**src/rtl/instr_fetch.sv**
```systemverilog
// Instruction fetch stage: program counter, IF/ID pipeline register and a RUN/HALT FSM.
// Branch redirect takes priority over stall, stall over halt, and halt over normal fetch.
module instr_fetch #(
  parameter int          PC_W      = 8,
  parameter logic [4:0]  HALT_OP   = 5'b11111,
  parameter logic [16:0] NOP_INSTR = 17'b10101_000_000_000_000
) (
  input  logic            clk,
  input  logic            rst,
  output logic [PC_W-1:0] imem_addr,
  input  logic [16:0]     imem_data,
  input  logic            stall,
  input  logic            branch_taken,
  input  logic [PC_W-1:0] branch_target,
  output logic [16:0]     instr_line,
  output logic [PC_W-1:0] pc_id,
  output logic            id_valid,
  output logic            halted
);

  typedef enum logic {
    S_RUN  = 1'b0,
    S_HALT = 1'b1
  } state_t;

  state_t          state_q, state_d;
  logic [PC_W-1:0] pc_q, pc_d;
  logic [PC_W-1:0] pc_id_q, pc_id_d;
  logic [16:0]     instr_q, instr_d;
  logic            vld_q, vld_d;

  always_comb begin
    state_d = state_q;
    pc_d    = pc_q;
    pc_id_d = pc_id_q;
    instr_d = instr_q;
    vld_d   = vld_q;
    if (branch_taken) begin
      // A resolved branch also cancels a wrong-path HALT; pc_id keeps its last value.
      pc_d    = branch_target;
      instr_d = NOP_INSTR;
      vld_d   = 1'b0;
      state_d = S_RUN;
    end else if (stall) begin
      state_d = state_q;
    end else if (state_q == S_HALT) begin
      instr_d = NOP_INSTR;
      vld_d   = 1'b0;
    end else begin
      instr_d = imem_data;
      pc_id_d = pc_q;
      vld_d   = 1'b1;
      if (imem_data[16:12] == HALT_OP) begin
        state_d = S_HALT;
      end else begin
        pc_d = pc_q + 1'b1;
      end
    end
  end

  always_ff @(posedge clk or posedge rst) begin
    if (rst) begin
      state_q <= S_RUN;
      pc_q    <= '0;
      pc_id_q <= '0;
      instr_q <= NOP_INSTR;
      vld_q   <= 1'b0;
    end else begin
      state_q <= state_d;
      pc_q    <= pc_d;
      pc_id_q <= pc_id_d;
      instr_q <= instr_d;
      vld_q   <= vld_d;
    end
  end

  assign imem_addr  = pc_q;
  assign instr_line = instr_q;
  assign pc_id      = pc_id_q;
  assign id_valid   = vld_q;
  assign halted     = (state_q == S_HALT);

endmodule

```
**config.mk**
```make
export PLATFORM = sky130hd
export DESIGN_NAME = instr_fetch
export DESIGN_NICKNAME = d
export VERILOG_FILES = /design/src/rtl/instr_fetch.sv
export SDC_FILE = /design/constraint.sdc
export NUM_CORES = 1
export LEC_CHECK = 0
export BUFFER_PORTS_ARGS = -buffer_cell sky130_fd_sc_hd__buf_2
export CAP_MARGIN = 40
export CORE_ASPECT_RATIO = 0.7
export CORE_MARGIN = 1.5
export CORE_UTILIZATION = 25
export CTS_CLUSTER_SIZE = 20
export DETAILED_ROUTE_END_ITERATION = 16
export PLACE_DENSITY_LB_ADDON = 0.1
export SLEW_MARGIN = 20
export SYNTH_ARGS = -nofsm -noshare
export SYNTH_HDL_FRONTEND = slang
export SYNTH_SLANG_ARGS = --single-unit
```
**constraint.sdc**
```tcl
create_clock -name clk -period 2.8 [get_ports clk]
set_input_delay 0.14 -clock clk [delete_from_list [all_inputs] [get_ports clk]]
set_output_delay 0.14 -clock clk [all_outputs]
set_load 0.005 [all_outputs]
```
==> reports/qor.csv, run 1 <==
stage,metric,value,unit
synth,synth_commonest_cells,"nand2_1 (34), dfrtp_1 (32), a22o_1 (14)",
placement,gp_congestion,0.750,
timing,finalCritPeriodShare,52.8,%
flow_run,drv_cap,0,
floorplan,start_util,25.8,%
timing,setup_viol,0,
global_routing,antenna_found_initial,0,
floorplan,num_io_pins,64,
global_routing,grt_pass1_vias,1207,
placement,placed_cell_area,1870,um^2
detailed_routing,wl_per_cell,14.2,um
floorplan,core,5670,um^2
synth,synth_top_family_by_area,simple AND/OR/NAND/NOR gates,
timing,skew,4.49,ps
floorplan,die_w,94.4,um
hold_path,hold_depth,3,
final_layout,nFillCells,573,
cts,clk_latency,280,ps
cts,cts_setup_buffers,0,
detailed_routing,num_vias,1258,
placement,pre_cts_ws,1330,ps
synth,async_flop_share,100,%
status,outcome,finished clean,
synth,ys_seq_area_share,60.2,%
synth,synthSimpleGateAreaFrac,17.2,%
cts,clock_path_buffers,2,
floorplan,die_area,6320,um^2
cts,cts-resized-gates,0,
global_routing,grt_max_degree,22,
detailed_routing,drt_first_pass_iters,4,
timing,min_period,1480,ps
timing,worst_slew_pin_slew,694,ps
worst_setup_path,crit_chain,nor2_4 -> o21ai_4 -> or4_1 -> a31oi_1,
worst_setup_path,r2r_end,imem_addr[7],
worst_setup_path,cp.required,3010,ps
worst_setup_path,r2r_cells,4,
floorplan,die_y,67.0,um
timing,rsz0062_at_grt,no,
final_layout,final-seq-area,880,um^2
worst_setup_path,cp_max_fo,10,
synth,avgSynthCellArea,11.1,um^2
synth,synthXorXnorAreaFrac,1.80,%
worst_setup_path,cp-start-kind,flop,
synth,syn_area,1460,um^2
pwr,power_leakage,1.02,nW
placement,hpwlAfterDp,2940,um
timing,hold_violations,0,
final_layout,fin_area,2020,um^2
worst_setup_path,critPathKind,flop to flop,
hold_path,whs_endpoint,imem_addr[0],
synth,synth-edff-count,0,
worst_setup_path,r2r_start,halted,
timing,fin_ws,1320,ps
worst_setup_path,cp-end-kind,flop,
synth,synth_adder_area_share,0.856,%
final_layout,n_antenna_cell,0,
pwr,power_per_cell_area,648,nW/um^2
placement,dp_cells,268,
global_routing,grt_usage,13.3,%
worst_setup_path,rrSetupSlack,1320,ps
final_layout,fin_nets,231,
pwr,vdd_drop_max,254,uV
synth,synth_top_cell_area_share,54.8,%
detailed_routing,initialDrtViolationCount,74,
synth,ys.flop_type,dfrtp_1,
synth,synth-compound-area-share,16.1,%
cts,cts_root_buffer,clkbuf_8,
detailed_routing,postRouteAntennaNets,0,
cts,cts_sinks,35,
hold_path,hp-start,branch_target[0],
synth,yosys.cell_count.top_type,nand2_1,
final_layout,layout-drive-gt1-share,40.1,%
global_routing,grt_pass1_wl,6220,um
synth,netlist_instances,132,
cts,cts_made_buffers,5,
timing,fin_tns_setup,0,ps
worst_setup_path,cp.arrival,1690,ps
placement,io_buffer_count,63,
final_layout,layout.cells.non_filler,277,
synth,synth_cell_types,30,
synth,synth_area_leaders,"dfrtp_1 (55%), nand2_1 (8.7%), a22o_1 (8.4%)",
floorplan,rows,23,
timing,max_slew_margin,53.7,%
detailed_routing,drt-vias-per-instance,4.54,
final_layout,multi_input_area,552,um^2
synth,synth_area_leader_cell,dfrtp_1,
synth,ys_warn_count,0,
synth,ys_ff_latch,35,
detailed_routing,drcViolationCount,0,
timing,drv_slew,0,
synth,synth_nets,162,
worst_setup_path,slowest_stage,or4_1,
hold_path,hp-class,input port to flop,
cts,cts_tree,done,
global_routing,overflow,0,
worst_setup_path,critPathMaxStageDelay,500,ps
final_layout,syn_to_final_growth,38.0,%
synth,synth_mux_area_share,1.46,%
detailed_routing,wl,3940,um
cts,ctsHtreeMaxLevel,2,
cts,clk_pin_slew,70,ps
timing,max_freq,676,MHz
## cells in the final DEF (no fill, tap or decap), types with 2 or more instances in the layout
cell / count
a22o_1: 14
a31oi_1: 2
buf_2: 63
buf_4: 3
bufinv_16: 2
clkbuf_8: 5
clkinv_1: 2
dfrtp_1: 32
dfstp_2: 3
nand2_1: 34
nand3_1: 4
nor2_1: 5
o211ai_1: 3
o21ai_0: 3
o22a_1: 2
o31ai_1: 2
or4_1: 4
xor2_1: 2
## flip-flops by register name (all words and copies together), names as in the netlist
register	cells
pc_id	8
id_valid	1
halted	1
imem_addr	8
instr_line	17
## cell families (layout without fill, tap and decap cells)
kind of cell / after synthesis / count (layout)
compound gates: 29 / 29
xor+xnor: 3 / 3
fa+ha+maj: 1 / 1
buf+inv: 8 / 78
flops: 35 / 35
mux: 2 / 2
simple gates: 54 / 54
## worst max path at each step
stage | startpoint | endpoint | slack, ps | cells past startpoint
2_1_floorplan | halted | imem_addr[5] | 1390 | 4
3_3_place_gp | halted | imem_addr[5] | 1350 | 4
3_5_place_dp | halted | imem_addr[5] | 1330 | 4
4_1_cts | halted | imem_addr[5] | 1320 | 4
5_1_grt | halted | imem_addr[5] | 1210 | 4
6_report | halted | imem_addr[7] | 1320 | 4
## stage by stage
step                utilization (%)  total power [mW]  hold slack, ps
CTS                            35.6              1.33            53.1
finish                         35.6              1.31            61.6
floorplan                         -             0.681             260
global route                   35.6              1.38            73.3
detailed placement             33.1             0.783             289
global placement               32.9             0.777             255
## power by group
part,internal (mW),total (mW),leakage [nW],switching (mW)
Sequential,0.554,0.594,0.439,0.0403
Combinational,0.0846,0.176,0.519,0.0913
Clock,0.356,0.536,0.0654,0.180
## critical path, delay by kind of cell, from the launching register on
kind	cells	cell delay, ps
simple gates	2	680
flops	1	440
compound gates	2	290
## layout make-up
cell class | count | area share [%]
clock buffers | 6 | 3.60
inverters | 3 | 0.558
repair buffers | 67 | 17.2
well taps | 75 | 4.65
multi-input cells | 89 | 27.4
clock inverters | 2 | 2.98
flip-flops and latches | 35 | 43.6
## per-layer routing
| metal | global-route usage, % | share of wire [%] |
|---|---|---|
| met5 | 0 | 0 |
| met4 | 5.60 | 1.5 |
| met3 | 4.22 | 5.3 |
| met2 | 18.6 | 44 |
| met1 | 18.7 | 49 |
## repair_timing
item / CTS / global route
endpoints found under the setup margin: 0 / 0
endpoints found under the hold margin: 14 / 0
hold buffers: 1 / 0
Note: power is estimated with default switching activity, not from simulation.
==> run 2, diff against run 1 <==
Settings changed: ABC_AREA set to 1.
Clock period 2.8 ns to 1.2 ns, I/O delays scaled along.
==> reports/qor.csv, run 2 <==
stage,metric,value,unit,change
timing,worst_slew_pin_slew,398,ps,was 694 ps
pwr,power_leakage,1.18,nW,was 1.02 nW
synth,synth_area_leader_cell,dfrtp_1,,unchanged
detailed_routing,postRouteAntennaNets,0,,unchanged
synth,ys.flop_type,dfrtp_1,,unchanged
detailed_routing,drcViolationCount,0,,unchanged
final_layout,layout_commonest_cell,buf_2,,unchanged
synth,synth_area_leaders,"dfrtp_1 (52%), nand2_1 (9.4%), a22o_1 (7.9%)",,"was dfrtp_1 (55%), nand2_1 (8.7%), a22o_1 (8.4%)"
final_layout,final_cell_mix,"buf_2 (63), nand2_1 (39), dfrtp_1 (31), nand3_1 (24), dlygate4sd3_1 (20)",,"was buf_2 (63), nand2_1 (34), dfrtp_1 (32), a22o_1 (14)"
timing,fin_ws,71.6,ps,was 1320 ps
synth,ys_seq_area_share,56.7,%,was 60.2%
floorplan,die_y,68.9,um,was 67.0 um
timing,skew,7.82,ps,was 4.49 ps
worst_setup_path,critical-path-top-delay-family,simple AND/OR/NAND/NOR gates,,unchanged
final_layout,largest_reg_flops,17,,unchanged
cts,cts_setup_buffers,0,,unchanged
detailed_routing,wl_per_cell,12.7,um,was 14.2 um
cts,cts_root_buffer,clkbuf_8,,unchanged
worst_setup_path,critPathKind,flop to flop,,unchanged
global_routing,grt_pass1_wl,6690,um,was 6220 um
final_layout,syn_to_final_growth,47.4,%,was 38.0%
hold_path,hp-class,input port to flop,,unchanged
timing,rsz0062_at_grt,yes,,was no
global_routing,grt_max_degree,36,,was 22
timing,max_slew_margin,73.4,%,was 53.7%
timing,fin_tns_setup,0,ps,unchanged
worst_setup_path,crit_chain,ha_1 -> or2_2 -> nand3_1 -> nand3_1,,was nor2_4 -> o21ai_4 -> or4_1 -> a31oi_1
cts,clk_pin_slew,70,ps,about the same
final_layout,n_antenna_cell,0,,unchanged
placement,io_buffer_count,63,,unchanged
placement,pre_cts_ws,69.8,ps,was 1330 ps
synth,avgSynthCellArea,9.88,um^2,was 11.1 um^2
synth,ys_ff_latch,35,,unchanged
floorplan,core,5840,um^2,was 5670 um^2
worst_setup_path,cpMostUsedCell,nand3_1,,
worst_setup_path,critPathMaxStageDelay,380,ps,was 500 ps
cts,clock_path_buffers,2,,unchanged
final_layout,nFillCells,623,,was 573
cts,cts_tree,done,,unchanged
pwr,vdd_drop_max,363,uV,was 254 uV
placement,gp_congestion,0.781,,was 0.750
worst_setup_path,path_buf_inv,0,,unchanged
pwr,power_per_cell_area,1240,nW/um^2,was 648 nW/um^2
worst_setup_path,cp-start-kind,flop,,unchanged
status,outcome,finished clean,,unchanged
detailed_routing,drt_first_pass_iters,4,,unchanged
detailed_routing,wl,4130,um,was 3940 um
timing,max_freq,886,MHz,was 676 MHz
final_layout,layout-drive-gt1-share,36.4,%,was 40.1%
timing,drv_slew,0,,unchanged
floorplan,die_w,97.2,um,was 94.4 um
global_routing,grt_pass1_vias,1324,,was 1207
synth,synth_top_cell_area_share,51.6,%,was 54.8%
synth,netlist_instances,157,,was 132
detailed_routing,num_vias,1400,,was 1258
global_routing,overflow,0,,unchanged
final_layout,multi_input_area,583,um^2,was 552 um^2
worst_setup_path,cp.arrival,1300,ps,was 1690 ps
floorplan,rows,23,,unchanged
global_routing,antenna_found_initial,0,,unchanged
timing,setup_viol,0,,unchanged
detailed_routing,drt-vias-per-instance,4.31,,was 4.54
worst_setup_path,cp_max_fo,3,,was 10
final_layout,final-seq-area,881,um^2,was 880 um^2
floorplan,num_io_pins,64,,unchanged
global_routing,grt_usage,13.1,%,was 13.3%
cts,clk_latency,290,ps,was 280 ps
synth,synth-edff-count,0,,unchanged
worst_setup_path,cp-end-kind,flop,,unchanged
worst_setup_path,cp.required,1370,ps,was 3010 ps
detailed_routing,initialDrtViolationCount,47,,was 74
cts,cts_sinks,35,,unchanged
final_layout,fin_nets,279,,was 231
synth,async_flop_share,100,%,unchanged
synth,yosys.cell_count.top_type,nand2_1,,unchanged
synth,synth_cell_types,19,,was 30
floorplan,start_util,26.6,%,was 25.8%
cts,ctsHtreeMaxLevel,2,,unchanged
timing,hold_violations,0,,unchanged
final_layout,utilization,39.2,%,was 35.6%
flow_run,drv_cap,0,,unchanged
synth,syn_area,1550,um^2,was 1460 um^2
timing,finalCritPeriodShare,94.0,%,was 52.8%
placement,hpwlAfterDp,2960,um,was 2940 um
floorplan,die_area,6690,um^2,was 6320 um^2
synth,synth_commonest_cells,"nand2_1 (39), dfrtp_1 (32), nand3_1 (24)",,"was nand2_1 (34), dfrtp_1 (32), a22o_1 (14)"
cts,cts_made_buffers,5,,unchanged
timing,min_period,1130,ps,was 1480 ps
synth,synth_nets,187,,was 162
worst_setup_path,slowest_stage,dfrtp_1,,was or4_1
synth,ys_warn_count,0,,unchanged
run 2: changes by cell type in the layout (fill, tap and decap cells not counted), moves of 3 or more:
cell	change
dlygate4sd3_1	+19
inv_1	+10
nand2_1	+5
nand3_1	+20
o211ai_1	-3
o21ai_0	+7
or4_1	-4
run 2: what timing repair did:
| action | in CTS | in global routing |
|---|---|---|
| hold buffers | 20 | 0 |
| setup endpoints to repair | 0 | 8 |
| endpoints found under the hold margin | 51 | 0 |
| gates resized for setup | 0 | 5 |
run 2: final timing paths:
check / from / endpoint / slack, ps / cells past startpoint
setup / recovery: imem_addr[0] / imem_addr[2] / 70 / 4
hold / removal: imem_data[13] / instr_line[13] / 20 / 2
setup reg to reg: imem_addr[0] / imem_addr[2] / 70 / 4
hold reg to reg: pc_id[4] / pc_id[4] / 490 / 2
max in group asynchronous: rst / instr_line[12] / 590 / 4
min in group asynchronous: rst / pc_id[6] / 360 / 4
run 2: report_power, final:
group | switching (mW) | internal, mW | leakage (nW) | total, mW
sequential | 0.0894 | 1.31 | 0.443 | 1.40
combinational | 0.294 | 0.296 | 0.701 | 0.590
clock | 0.448 | 0.404 | 0.0402 | 0.852
total | 0.832 | 2.01 | 1.18 | 2.84
run 2: area by class of cell:
type	instances	area share (%)
Sequential cell	35	38.5
Tap cell	75	4.10
Inverter	13	2.46
Clock buffer	5	3.01
Clock inverter	3	0.875
Timing Repair Buffer	90	25.5
Multi-Input combinational cell	104	25.5
run 2: per-stage QoR:
step                power (mW)  hold WS [ps]  cells  cell area, um^2
floorplan                 1.68           193    157             1550
finish                    2.84          16.6    325             2290
global route              3.04          5.46    325             2290
CTS                       2.88          9.53    325             2280
global placement          1.97           121    297             1990
detailed placement        1.97           125    297             1990
run 2: kinds of logic (layout without fill, tap and decap cells):
family          count (synthesis)  in the layout  share of synthesized area [%]
compound gates                 28             28                           13.9
simple gates                   75             75                           22.7
buf+inv                        18            111                           5.89
flops                          35             35                           56.7
fa+ha+maj                       1              1                          0.806
run 2: worst register-to-register path, cell delays in order (launching register included):
cell     delay, ps
dfrtp_1        380
ha_1           220
or2_2          270
nand3_1         80
nand3_1         60
run 2: metal layers:
layer | vias to the layer above | share of wire, % | GRT usage, %
met4 | 0 | 0.51 | 4.35
met5 | - | 0 | 0
li1 | 719 | - | -
met2 | 38 | 40 | 18.5
met3 | 2 | 5.5 | 3.93
met1 | 641 | 54 | 19.1
==> run 3, diff against run 2 <==
Settings changed: PLACE_DENSITY set to 0.47, PLACE_DENSITY_LB_ADDON 0.1 to not set.
Clock period 1.2 ns to 1.15 ns, I/O delays scaled along.
==> reports/qor.csv, run 3 (synthesis gave the netlist of run 2 again) <==
stage,metric,value,unit,change
placement,gp_congestion,0.738,,was 0.781
final_layout,multi_input_area,601,um^2,was 583 um^2
cts,clk_latency,280,ps,was 290 ps
floorplan,num_io_pins,64,,unchanged
detailed_routing,num_vias,1430,,was 1400
timing,max_freq,873,MHz,was 886 MHz
floorplan,start_util,26.6,%,unchanged
timing,fin_ws,4.39,ps,was 71.6 ps
pwr,power_per_cell_area,1290,nW/um^2,was 1240 nW/um^2
cts,cts_sinks,35,,unchanged
cts,cts_made_buffers,5,,unchanged
floorplan,die_y,68.9,um,unchanged
cts,clk_pin_slew,70,ps,about the same
detailed_routing,wl_per_cell,12.8,um,was 12.7 um
global_routing,overflow,0,,unchanged
global_routing,grt_pass1_vias,1316,,was 1324
cts,cts_root_buffer,clkbuf_8,,unchanged
timing,worst_slew_pin_slew,345,ps,was 398 ps
floorplan,core,5840,um^2,unchanged
final_layout,final-seq-area,880,um^2,was 881 um^2
timing,skew,3.62,ps,was 7.82 ps
final_layout,syn_to_final_growth,51.8,%,was 47.4%
cts,clock_path_buffers,2,,unchanged
timing,hold_violations,0,,unchanged
final_layout,layout.cells.non_filler,331,,was 325
detailed_routing,drt_first_pass_iters,4,,unchanged
placement,dp_cells,301,,was 297
final_layout,layout_commonest_cell,buf_2,,unchanged
hold_path,hp-class,input port to flop,,unchanged
floorplan,rows,23,,unchanged
detailed_routing,wl,4230,um,was 4130 um
status,outcome,finished clean,,unchanged
final_layout,utilization,40.3,%,was 39.2%
placement,pre_cts_ws,-17.8,ps,was 69.8 ps
detailed_routing,initialDrtViolationCount,45,,was 47
global_routing,grt_max_degree,36,,unchanged
flow_run,drv_cap,0,,unchanged
worst_setup_path,r2r_end,imem_addr[2],,unchanged
timing,setup_viol,0,,unchanged
floorplan,die_w,97.2,um,unchanged
global_routing,grt_usage,13.2,%,was 13.1%
timing,fin_tns_setup,0,ps,unchanged
worst_setup_path,cp.required,1320,ps,was 1370 ps
worst_setup_path,rrSetupSlack,4,ps,was 70 ps
detailed_routing,drcViolationCount,0,,unchanged
timing,min_period,1150,ps,was 1130 ps
final_layout,fin_nets,285,,was 279
final_layout,final_cell_mix,"buf_2 (63), nand2_1 (39), dfrtp_1 (32), nand3_1 (22), dlygate4sd3_1 (20)",,"was buf_2 (63), nand2_1 (39), dfrtp_1 (31), nand3_1 (24), dlygate4sd3_1 (20)"
global_routing,antenna_found_initial,0,,unchanged
worst_setup_path,cp.arrival,1310,ps,was 1300 ps
final_layout,nFillCells,626,,was 623
timing,drv_slew,0,,unchanged
worst_setup_path,r2r_cells,4,,unchanged
pwr,power,3.05,mW,was 2.84 mW
worst_setup_path,critPathKind,flop to flop,,unchanged
final_layout,layout-drive-gt1-share,38.7,%,was 36.4%
timing,finalCritPeriodShare,99.6,%,was 94.0%
floorplan,die_area,6690,um^2,unchanged
final_layout,n_antenna_cell,0,,unchanged
worst_setup_path,cp-end-kind,flop,,unchanged
worst_setup_path,cp-start-kind,flop,,unchanged
timing,max_slew_margin,76.9,%,was 73.4%
cts,cts_tree,done,,unchanged
cts,ctsHtreeMaxLevel,2,,unchanged
global_routing,grt_pass1_wl,6750,um,was 6690 um
placement,hpwlAfterDp,3040,um,was 2960 um
pwr,power_leakage,1.22,nW,was 1.18 nW
pwr,vdd_drop_max,451,uV,was 363 uV
worst_setup_path,crit_start,imem_addr[0],,unchanged
placement,io_buffer_count,63,,unchanged
detailed_routing,postRouteAntennaNets,0,,unchanged
detailed_routing,drt-vias-per-instance,4.32,,was 4.31
worst_setup_path,cp_max_fo,3,,unchanged
worst_setup_path,r2r_start,imem_addr[0],,unchanged
worst_setup_path,endpoint,imem_addr[2],,unchanged
final_layout,largest_reg_flops,17,,unchanged
timing,rsz0062_at_grt,yes,,unchanged
-- run 3: changes by cell type in the layout (fill, tap and decap cells not counted), sizes merged --
| cell | change |
|---|---|
| clkbuf | +2 |
| buf | +6 |
| clkinvlp | -2 |
-- run 3: worst min-delay path by stage --
stage / endpoint / from / slack [ps] / cells past startpoint
after floorplan: instr_line[0] / imem_data[0] / 190 / 1
after global placement: pc_id[4] / rst / 120 / 3
after detailed placement: instr_line[5] / rst / 120 / 3
after CTS: instr_line[13] / imem_data[13] / 10 / 2
after global routing: instr_line[13] / imem_data[13] / 9 / 2
final: instr_line[13] / imem_data[13] / 20 / 2
-- run 3: area by class of cell --
cell class                 instances  area share [%]
tap                               75            3.99
inverter                          13            2.39
timing repair buffer              96            26.9
clock inverter                     1           0.213
multi-input combinational        104            25.5
clock buffer                       7            3.67
sequential                        35            37.4
-- run 3: what timing repair did --
item | CTS | global route
setup endpoints to repair | 15 | 19
buffers inserted | 0 | 2
hold endpoints to repair | 51 | 0
hold buffers | 20 | 0
pin swaps | 0 | 2
resized for setup | 3 | 8
-- run 3: stage by stage --
stage               instance area (um^2)  hold slack [ps]
floorplan                           1550              190
global placement                    2020              116
detailed placement                  2020              118
CTS                                 2320             12.3
global route                        2350             9.30
finish                              2350             17.3
-- run 3: per-layer routing --
layer / vias up / routed length [um] / GRT usage, % / share of wire [%]
li1: 728 / - / - / -
met1: 652 / 2270 / 19.5 / 54
met2: 48 / 1680 / 17.7 / 40
met3: 2 / 255 / 4.33 / 6.0
met4: 0 / 21 / 4.89 / 0.50
met5: - / 0 / 0 / 0
-- run 3: worst max-delay path: stages (launching register included) --
cell	delay, ps
dfrtp_1	410
ha_2	210
or2_2	280
nand3_2	70
nand3_1	60
-- run 3: report_power, final --
| part | internal [mW] | switching [mW] | total [mW] |
|---|---|---|---|
| Clock | 0.484 | 0.455 | 0.939 |
| Combinational | 0.335 | 0.323 | 0.658 |
| Sequential | 1.36 | 0.0885 | 1.45 |
| Total | 2.18 | 0.866 | 3.05 |
